[src/rtl/traffic_pkg.sv]
// Shared state encodings, lamp patterns and phase-duration helpers for the
// two-direction intersection controller.
package traffic_pkg;

  typedef enum logic [3:0] {
    NS_LEFT   = 4'd0,
    NS_GREEN  = 4'd1,
    NS_YELLOW = 4'd2,
    NS_CLEAR  = 4'd3,
    EW_LEFT   = 4'd4,
    EW_GREEN  = 4'd5,
    EW_YELLOW = 4'd6,
    EW_CLEAR  = 4'd7,
    PREEMPT   = 4'd8,
    FLASH     = 4'd9
  } state_t;

  // Head encoding is {left, green, yellow, red}
  localparam logic [3:0] LT_LEFT   = 4'b1001;
  localparam logic [3:0] LT_GREEN  = 4'b0100;
  localparam logic [3:0] LT_YELLOW = 4'b0010;
  localparam logic [3:0] LT_RED    = 4'b0001;
  localparam logic [3:0] LT_OFF    = 4'b0000;

  function automatic int unsigned phase_reload(input state_t s,
                                               input int unsigned left_cyc,
                                               input int unsigned green_cyc,
                                               input int unsigned yellow_cyc,
                                               input int unsigned clear_cyc);
    case (s)
      NS_LEFT,   EW_LEFT:   return left_cyc - 1;
      NS_GREEN,  EW_GREEN:  return green_cyc - 1;
      NS_YELLOW, EW_YELLOW: return yellow_cyc - 1;
      NS_CLEAR,  EW_CLEAR:  return clear_cyc - 1;
      default:              return 0;
    endcase
  endfunction

  function automatic state_t next_phase(input state_t s);
    case (s)
      NS_LEFT:   return NS_GREEN;
      NS_GREEN:  return NS_YELLOW;
      NS_YELLOW: return NS_CLEAR;
      NS_CLEAR:  return EW_LEFT;
      EW_LEFT:   return EW_GREEN;
      EW_GREEN:  return EW_YELLOW;
      EW_YELLOW: return EW_CLEAR;
      default:   return NS_LEFT;
    endcase
  endfunction

endpackage

[src/rtl/traffic_intersection_ctrl_if.sv]
// Request inputs and signal-head outputs of the intersection controller.
interface traffic_intersection_ctrl_if;
  logic       emergency;
  logic       flash;
  logic [3:0] ns_out;
  logic [3:0] ew_out;
  logic [3:0] phase;
  logic       preempt_active;

  modport master (output emergency, flash,
                  input  ns_out, ew_out, phase, preempt_active);
  modport slave  (input  emergency, flash,
                  output ns_out, ew_out, phase, preempt_active);
endinterface

[src/rtl/flash_blinker.sv]
// Half-period divider for the fault flash; held at blink=1 while disabled so
// every flash episode starts with the lamps lit.
module flash_blinker #(
  parameter int unsigned FLASH_HALF = 4
) (
  input  logic clk,
  input  logic reset,
  input  logic enable,
  output logic blink
);
  localparam int unsigned W = (FLASH_HALF > 1) ? $clog2(FLASH_HALF) : 1;

  logic [W-1:0] cnt;

  always_ff @(posedge clk) begin
    if (reset || !enable) begin
      cnt   <= '0;
      blink <= 1'b1;
    end else if (cnt == W'(FLASH_HALF - 1)) begin
      cnt   <= '0;
      blink <= ~blink;
    end else begin
      cnt <= cnt + W'(1);
    end
  end
endmodule

[src/rtl/traffic_intersection_ctrl.sv]
// Two-direction intersection phase sequencer with emergency preemption and
// flashing-fault mode; all lamp outputs decode from registered state.
module traffic_intersection_ctrl
  import traffic_pkg::*;
#(
  parameter int unsigned LEFT_CYC    = 5,
  parameter int unsigned GREEN_CYC   = 10,
  parameter int unsigned YELLOW_CYC  = 3,
  parameter int unsigned CLEAR_CYC   = 1,
  parameter int unsigned PREEMPT_MIN = 2,
  parameter int unsigned FLASH_HALF  = 4,
  parameter int unsigned CNT_W       = 5
) (
  input logic                        clk,
  input logic                        reset,
  traffic_intersection_ctrl_if.slave bus
);

  state_t           state_q, state_d, sv_state_q, sv_state_d;
  logic [CNT_W-1:0] cnt_q, cnt_d, sv_cnt_q, sv_cnt_d, pre_q, pre_d;
  logic [3:0]       ns_d, ew_d;
  logic             blink;

  function automatic logic [CNT_W-1:0] reload(input state_t s);
    return CNT_W'(phase_reload(s, LEFT_CYC, GREEN_CYC, YELLOW_CYC, CLEAR_CYC));
  endfunction

  always_ff @(posedge clk) begin
    if (reset) begin
      state_q    <= NS_LEFT;
      cnt_q      <= reload(NS_LEFT);
      sv_state_q <= NS_LEFT;
      sv_cnt_q   <= reload(NS_LEFT);
      pre_q      <= '0;
    end else begin
      state_q    <= state_d;
      cnt_q      <= cnt_d;
      sv_state_q <= sv_state_d;
      sv_cnt_q   <= sv_cnt_d;
      pre_q      <= pre_d;
    end
  end

  always_comb begin
    state_d    = state_q;
    cnt_d      = cnt_q;
    sv_state_d = sv_state_q;
    sv_cnt_d   = sv_cnt_q;
    pre_d      = pre_q;
    if (bus.flash) begin
      state_d    = FLASH;
      sv_state_d = NS_LEFT;
      sv_cnt_d   = reload(NS_LEFT);
    end else begin
      case (state_q)
        FLASH: begin
          state_d = EW_CLEAR;
          cnt_d   = reload(EW_CLEAR);
        end
        PREEMPT: begin
          // Minimum-hold counter keeps running while emergency stays high,
          // so a held or re-pulsed request only stretches the exit.
          if (!bus.emergency && pre_q == '0) begin
            state_d = sv_state_q;
            cnt_d   = sv_cnt_q;
          end else if (pre_q != '0) begin
            pre_d = pre_q - CNT_W'(1);
          end
        end
        default: begin
          if (bus.emergency) begin
            state_d    = PREEMPT;
            sv_state_d = state_q;
            sv_cnt_d   = cnt_q;
            pre_d      = CNT_W'(PREEMPT_MIN - 1);
          end else if (cnt_q == '0) begin
            state_d = next_phase(state_q);
            cnt_d   = reload(next_phase(state_q));
          end else begin
            cnt_d = cnt_q - CNT_W'(1);
          end
        end
      endcase
    end
  end

  flash_blinker #(.FLASH_HALF(FLASH_HALF)) u_blinker (
    .clk    (clk),
    .reset  (reset),
    .enable (state_q == FLASH),
    .blink  (blink)
  );

  always_comb begin
    ns_d = LT_RED;
    ew_d = LT_RED;
    case (state_q)
      NS_LEFT:   ns_d = LT_LEFT;
      NS_GREEN:  ns_d = LT_GREEN;
      NS_YELLOW: ns_d = LT_YELLOW;
      EW_LEFT:   ew_d = LT_LEFT;
      EW_GREEN:  ew_d = LT_GREEN;
      EW_YELLOW: ew_d = LT_YELLOW;
      FLASH: begin
        ns_d = blink ? LT_YELLOW : LT_OFF;
        ew_d = blink ? LT_RED    : LT_OFF;
      end
      default: ;
    endcase
  end

  assign bus.ns_out         = ns_d;
  assign bus.ew_out         = ew_d;
  assign bus.phase          = state_q;
  assign bus.preempt_active = (state_q == PREEMPT);

endmodule

[src/flat_wrapper.sv]
// flat-port wrapper written by rule: the top's interface ports become plain ports
module traffic_intersection_ctrl_flat import traffic_pkg::*;
#(
  parameter int unsigned LEFT_CYC    = 5,
  parameter int unsigned GREEN_CYC   = 10,
  parameter int unsigned YELLOW_CYC  = 3,
  parameter int unsigned CLEAR_CYC   = 1,
  parameter int unsigned PREEMPT_MIN = 2,
  parameter int unsigned FLASH_HALF  = 4,
  parameter int unsigned CNT_W       = 5
)
  (clk, reset, bus_emergency, bus_flash, bus_ns_out, bus_ew_out, bus_phase, bus_preempt_active);
  traffic_intersection_ctrl_if bus_i ();
  input logic clk;
  input logic reset;
  input wire logic [$bits(bus_i.emergency)-1:0] bus_emergency;
  input wire logic [$bits(bus_i.flash)-1:0] bus_flash;
  output wire logic [$bits(bus_i.ns_out)-1:0] bus_ns_out;
  output wire logic [$bits(bus_i.ew_out)-1:0] bus_ew_out;
  output wire logic [$bits(bus_i.phase)-1:0] bus_phase;
  output wire logic [$bits(bus_i.preempt_active)-1:0] bus_preempt_active;
  assign bus_i.emergency = bus_emergency;
  assign bus_i.flash = bus_flash;
  assign bus_ns_out = bus_i.ns_out;
  assign bus_ew_out = bus_i.ew_out;
  assign bus_phase = bus_i.phase;
  assign bus_preempt_active = bus_i.preempt_active;
  traffic_intersection_ctrl #(.LEFT_CYC(LEFT_CYC), .GREEN_CYC(GREEN_CYC), .YELLOW_CYC(YELLOW_CYC), .CLEAR_CYC(CLEAR_CYC), .PREEMPT_MIN(PREEMPT_MIN), .FLASH_HALF(FLASH_HALF), .CNT_W(CNT_W)) u_core (.clk(clk), .reset(reset), .bus(bus_i));
endmodule
[config.mk]
export PLATFORM = sky130hd
export DESIGN_NAME = traffic_intersection_ctrl_flat
export DESIGN_NICKNAME = d
export VERILOG_FILES = /design/src/rtl/traffic_pkg.sv /design/src/rtl/traffic_intersection_ctrl_if.sv /design/src/rtl/flash_blinker.sv /design/src/rtl/traffic_intersection_ctrl.sv /design/src/flat_wrapper.sv
export SDC_FILE = /design/constraint.sdc
export NUM_CORES = 1
export LEC_CHECK = 0
export ABC_CLOCK_PERIOD_IN_PS = 2600
export BUFFER_PORTS_ARGS = -buffer_cell sky130_fd_sc_hd__buf_2
export CORE_ASPECT_RATIO = 0.5
export CORE_MARGIN = 2
export CORE_UTILIZATION = 40
export CTS_CLUSTER_SIZE = 30
export DETAILED_ROUTE_END_ITERATION = 7
export HOLD_SLACK_MARGIN = 0.02
export REMOVE_ABC_BUFFERS = 1
export SLEW_MARGIN = 10
export SYNTH_ARGS = -nofsm -noshare
export SYNTH_HDL_FRONTEND = slang
export SYNTH_SLANG_ARGS = --single-unit
[constraint.sdc]
create_clock -name clk -period 2.6 [get_ports clk]
set_input_delay 0.52 -clock clk [delete_from_list [all_inputs] [get_ports clk]]
set_output_delay 0.52 -clock clk [all_outputs]
set_load 0.01 [all_outputs]
==> flow_summary_export.csv <==
group,metric,value,unit
floorplanning,core_area,3450,um^2
final_layout,drive_gt1_share,15.4,%
critical_path,startpoint_type,"flip-flop",
timing,tns,0,ns
timing,finalHoldViolations,0,
timing,fmax,447,MHz
timing,skew,0.00374,ns
synth,ys.flop_type,"dfxtp_1",
synth,synth.distinct_cells,50,
critical_path,critPathMaxFanout,17,
placement,portBuffers,16,
pwr,peakVddDrop,0.000179,V
critical_path,critical_path.cell_chain,"nand4bb_1, nor2_1, a31oi_1, buf_2",
drt,num_vias,1312,
drt,drc,0,
global_routing,overflow,0,
clock_tree,cts-buffers-inserted,3,
global_routing,grt_pass1_wl,5460,um
status,status,"finished clean",
synth,async_flop_share,0,%
floorplanning,die_area,4140,um^2
critical_path,cp-end-kind,"output port",
global_routing,track_usage,17.8,%
synth,synth_top_area_share,36.0,%
drt,first_pass_iters,4,
timing,maxSlewHeadroom,59.3,%
clock_tree,clk_latency,0.27,ns
final_layout,antenna_cells,0,
timing,min_period,2.24,ns
timing,worst_pin_slew,0.609,ns
critical_path,worstPathArrival,1.72,ns
timing,setup_viol,0,
synth,synth_top_area_cell,"dfxtp_1",
floorplanning,row_count,15,
drt,ant_nets,0,
synth,synth_edf_count,0,
synth,ys_ff_latch,26,
final_layout,syn2layout_area_growth,10.1,%
clock_tree,clk_path_buf_depth,2,
timing,fin_crit_sh,86.1,%
critical_path,critical_path_class,"flip-flop to output port",
hold_path,min_path_type,"flip-flop to flip-flop",
final_layout,num-nets-final,191,
clock_tree,cts_sinks,26,
pwr,power_density,572,nW/um^2
critical_path,crit_slowest_cell,"dfxtp_1",
clock_tree,cts_resized,0,
global_routing,grt_max_degree,20,
synth,syn_area,1450,um^2
clock_tree,cts_tree,"done",
synth,avgSynthCellArea,8.21,um^2
pwr,fin_total_pwr,0.911,mW
pwr,p_leak,0.575,nW
floorplanning,die_x,89.0,um
synth,yosysWarnings,0,
placement,dpl.hpwl,2240,um
global_routing,antenna_found_initial,0,
timing,rsz0062_at_grt,"no",
clock_tree,clk_pin_slew,0.09,ns
clock_tree,cts_max_level,1,
drt,drtIter0Drc,57,
synth,synth_area_leaders,"dfxtp_1 (36%), nand2_1 (6.2%), a21oi_1 (4.5%)",
timing,drv_slew,0,
synth,seq_area_frac_synth,36.0,%
drt,wirelength,3270,um
floorplanning,ios,17,
clock_tree,cts_setup_buffers,0,
placement,globalplace.congestion,0.896,
global_routing,grt_pass1_vias,1137,
flow_run,maxCapViolCount,0,
synth,netlist_instances,176,
drt,wl_per_cell,14.0,um
drt,vias_per_cell,5.63,
floorplanning,start_util,41.8,%
critical_path,worstPathRequired,2.08,ns
floorplanning,die_h,46.5,um
clock_tree,ctsHoldBuffers,0,
critical_path,max_stage_delay,0.72,ns
clock_tree,clock_tree.root_cell,"clkbuf_8",
==> layout make-up <==
| cell class | instances | area (um^2) |
|---|---|---|
| multi-input cells | 127 | 837 |
| clock buffers | 3 | 41.3 |
| fillers | 342 | 1860 |
| inverters | 7 | 26.3 |
| flip-flops and latches | 26 | 520 |
| well taps | 51 | 63.8 |
| repair buffers | 19 | 103 |
==> synthesized netlist by cell type, types with 2 or more instances <==
cell,count
nor4b_1,3
a21oi_1,13
xnor2_1,2
a211oi_1,2
a21boi_0,2
buf_1,2
inv_1,7
or4_1,2
ha_1,3
clkbuf_1,13
nand3b_1,2
mux2i_1,2
a222oi_1,2
nor3_1,3
nor4_1,2
or3_1,4
and2_1,2
xor2_1,2
a22oi_1,3
a31oi_1,6
dfxtp_1,26
nand2b_1,3
nor4b_4,2
nor2_1,13
nand2_1,24
o21ai_0,7
==> critical path: cells and delay by family, from the launching register on <==
kind | cells | cell delay, ns
DFF | 1 | 0.72
and+or+nand+nor | 2 | 0.43
AOI/OAI and AO/OA | 1 | 0.15
buffers and inverters | 1 | 0.15
==> worst paths after layout <==
kind                                               from                       to  slack [ns]  cells after the start
worst max-delay path                u_core.bus.phase[2]            bus_ew_out[0]        0.36                      4
worst min-delay path            u_core.u_blinker.cnt[0]  u_core.u_blinker.cnt[0]        0.44                      1
worst max register to register          u_core.pre_q[0]          u_core.cnt_q[0]        0.43                      6
worst min register to register  u_core.u_blinker.cnt[0]  u_core.u_blinker.cnt[0]        0.44                      1
==> report_power, final <==
| group | total (mW) | leakage, nW | switching [mW] | internal [mW] |
|---|---|---|---|---|
| Combinational | 0.229 | 0.342 | 0.127 | 0.102 |
| Sequential | 0.454 | 0.212 | 0.0366 | 0.417 |
| Clock | 0.228 | 0.0216 | 0.124 | 0.104 |
==> kinds of logic after synthesis <==
logic type                 after synthesis  synth area share, %
muxes                                    3                 2.16
and+or+nand+nor                         70                 29.0
buffers and inverters                   23                 6.06
adders and majority gates                3                 2.60
DFF                                     26                 36.0
xor gates and xnor gates                 4                 2.42
AOI/OAI and AO/OA                       47                 21.7
==> state kept, by name (all words and copies together), names as in the netlist <==
name                    count
u_core.cnt_q                5
u_core.u_blinker.cnt        2
u_core.bus.phase            4
u_core.sv_state_q           4
u_core.sv_cnt_q             5
u_core.pre_q                5
u_core.u_blinker.blink      1
==> metal layers <==
metal  vias up  share of wire (%)  track usage, %
li1        654                  -               -
met1       621                 50            24.0
met2        35                 43            27.3
met3         2                5.4            5.20
met4         0               0.92            6.27
met5         -                  0               0
==> metrics by stage <==
step           area (um^2)  std cells  hold WS [ns]  worst slack, ns  utilization (%)
6_report              1590        233         0.440            0.362             46.1
5_1_grt               1590        233         0.461            0.221             46.1
4_1_cts               1590        233         0.441            0.360             46.1
3_5_place_dp          1550        230         0.428            0.464             44.9
3_3_place_gp          1550        230         0.424            0.529             44.9
2_1_floorplan         1380        160         0.404            0.629                -
==> layout by cell type, fill, tap and decap left out, types with 2 or more instances in the layout <==
master,n
or4_1,2
buf_4,3
a22oi_1,3
mux2i_1,2
o21ai_0,7
a21boi_0,2
nand3b_1,2
inv_1,7
nand2b_1,3
xor2_1,2
a222oi_1,2
a21oi_1,13
ha_1,3
nor4b_1,3
or3_1,4
nand2_1,24
nor4_1,2
nor3_1,3
buf_2,16
xnor2_1,2
nor2_1,13
and2_1,2
clkbuf_8,3
a211oi_1,2
nor4b_4,2
dfxtp_1,26
a31oi_1,6
No activity file was read; power rests on OpenSTA's default activity.
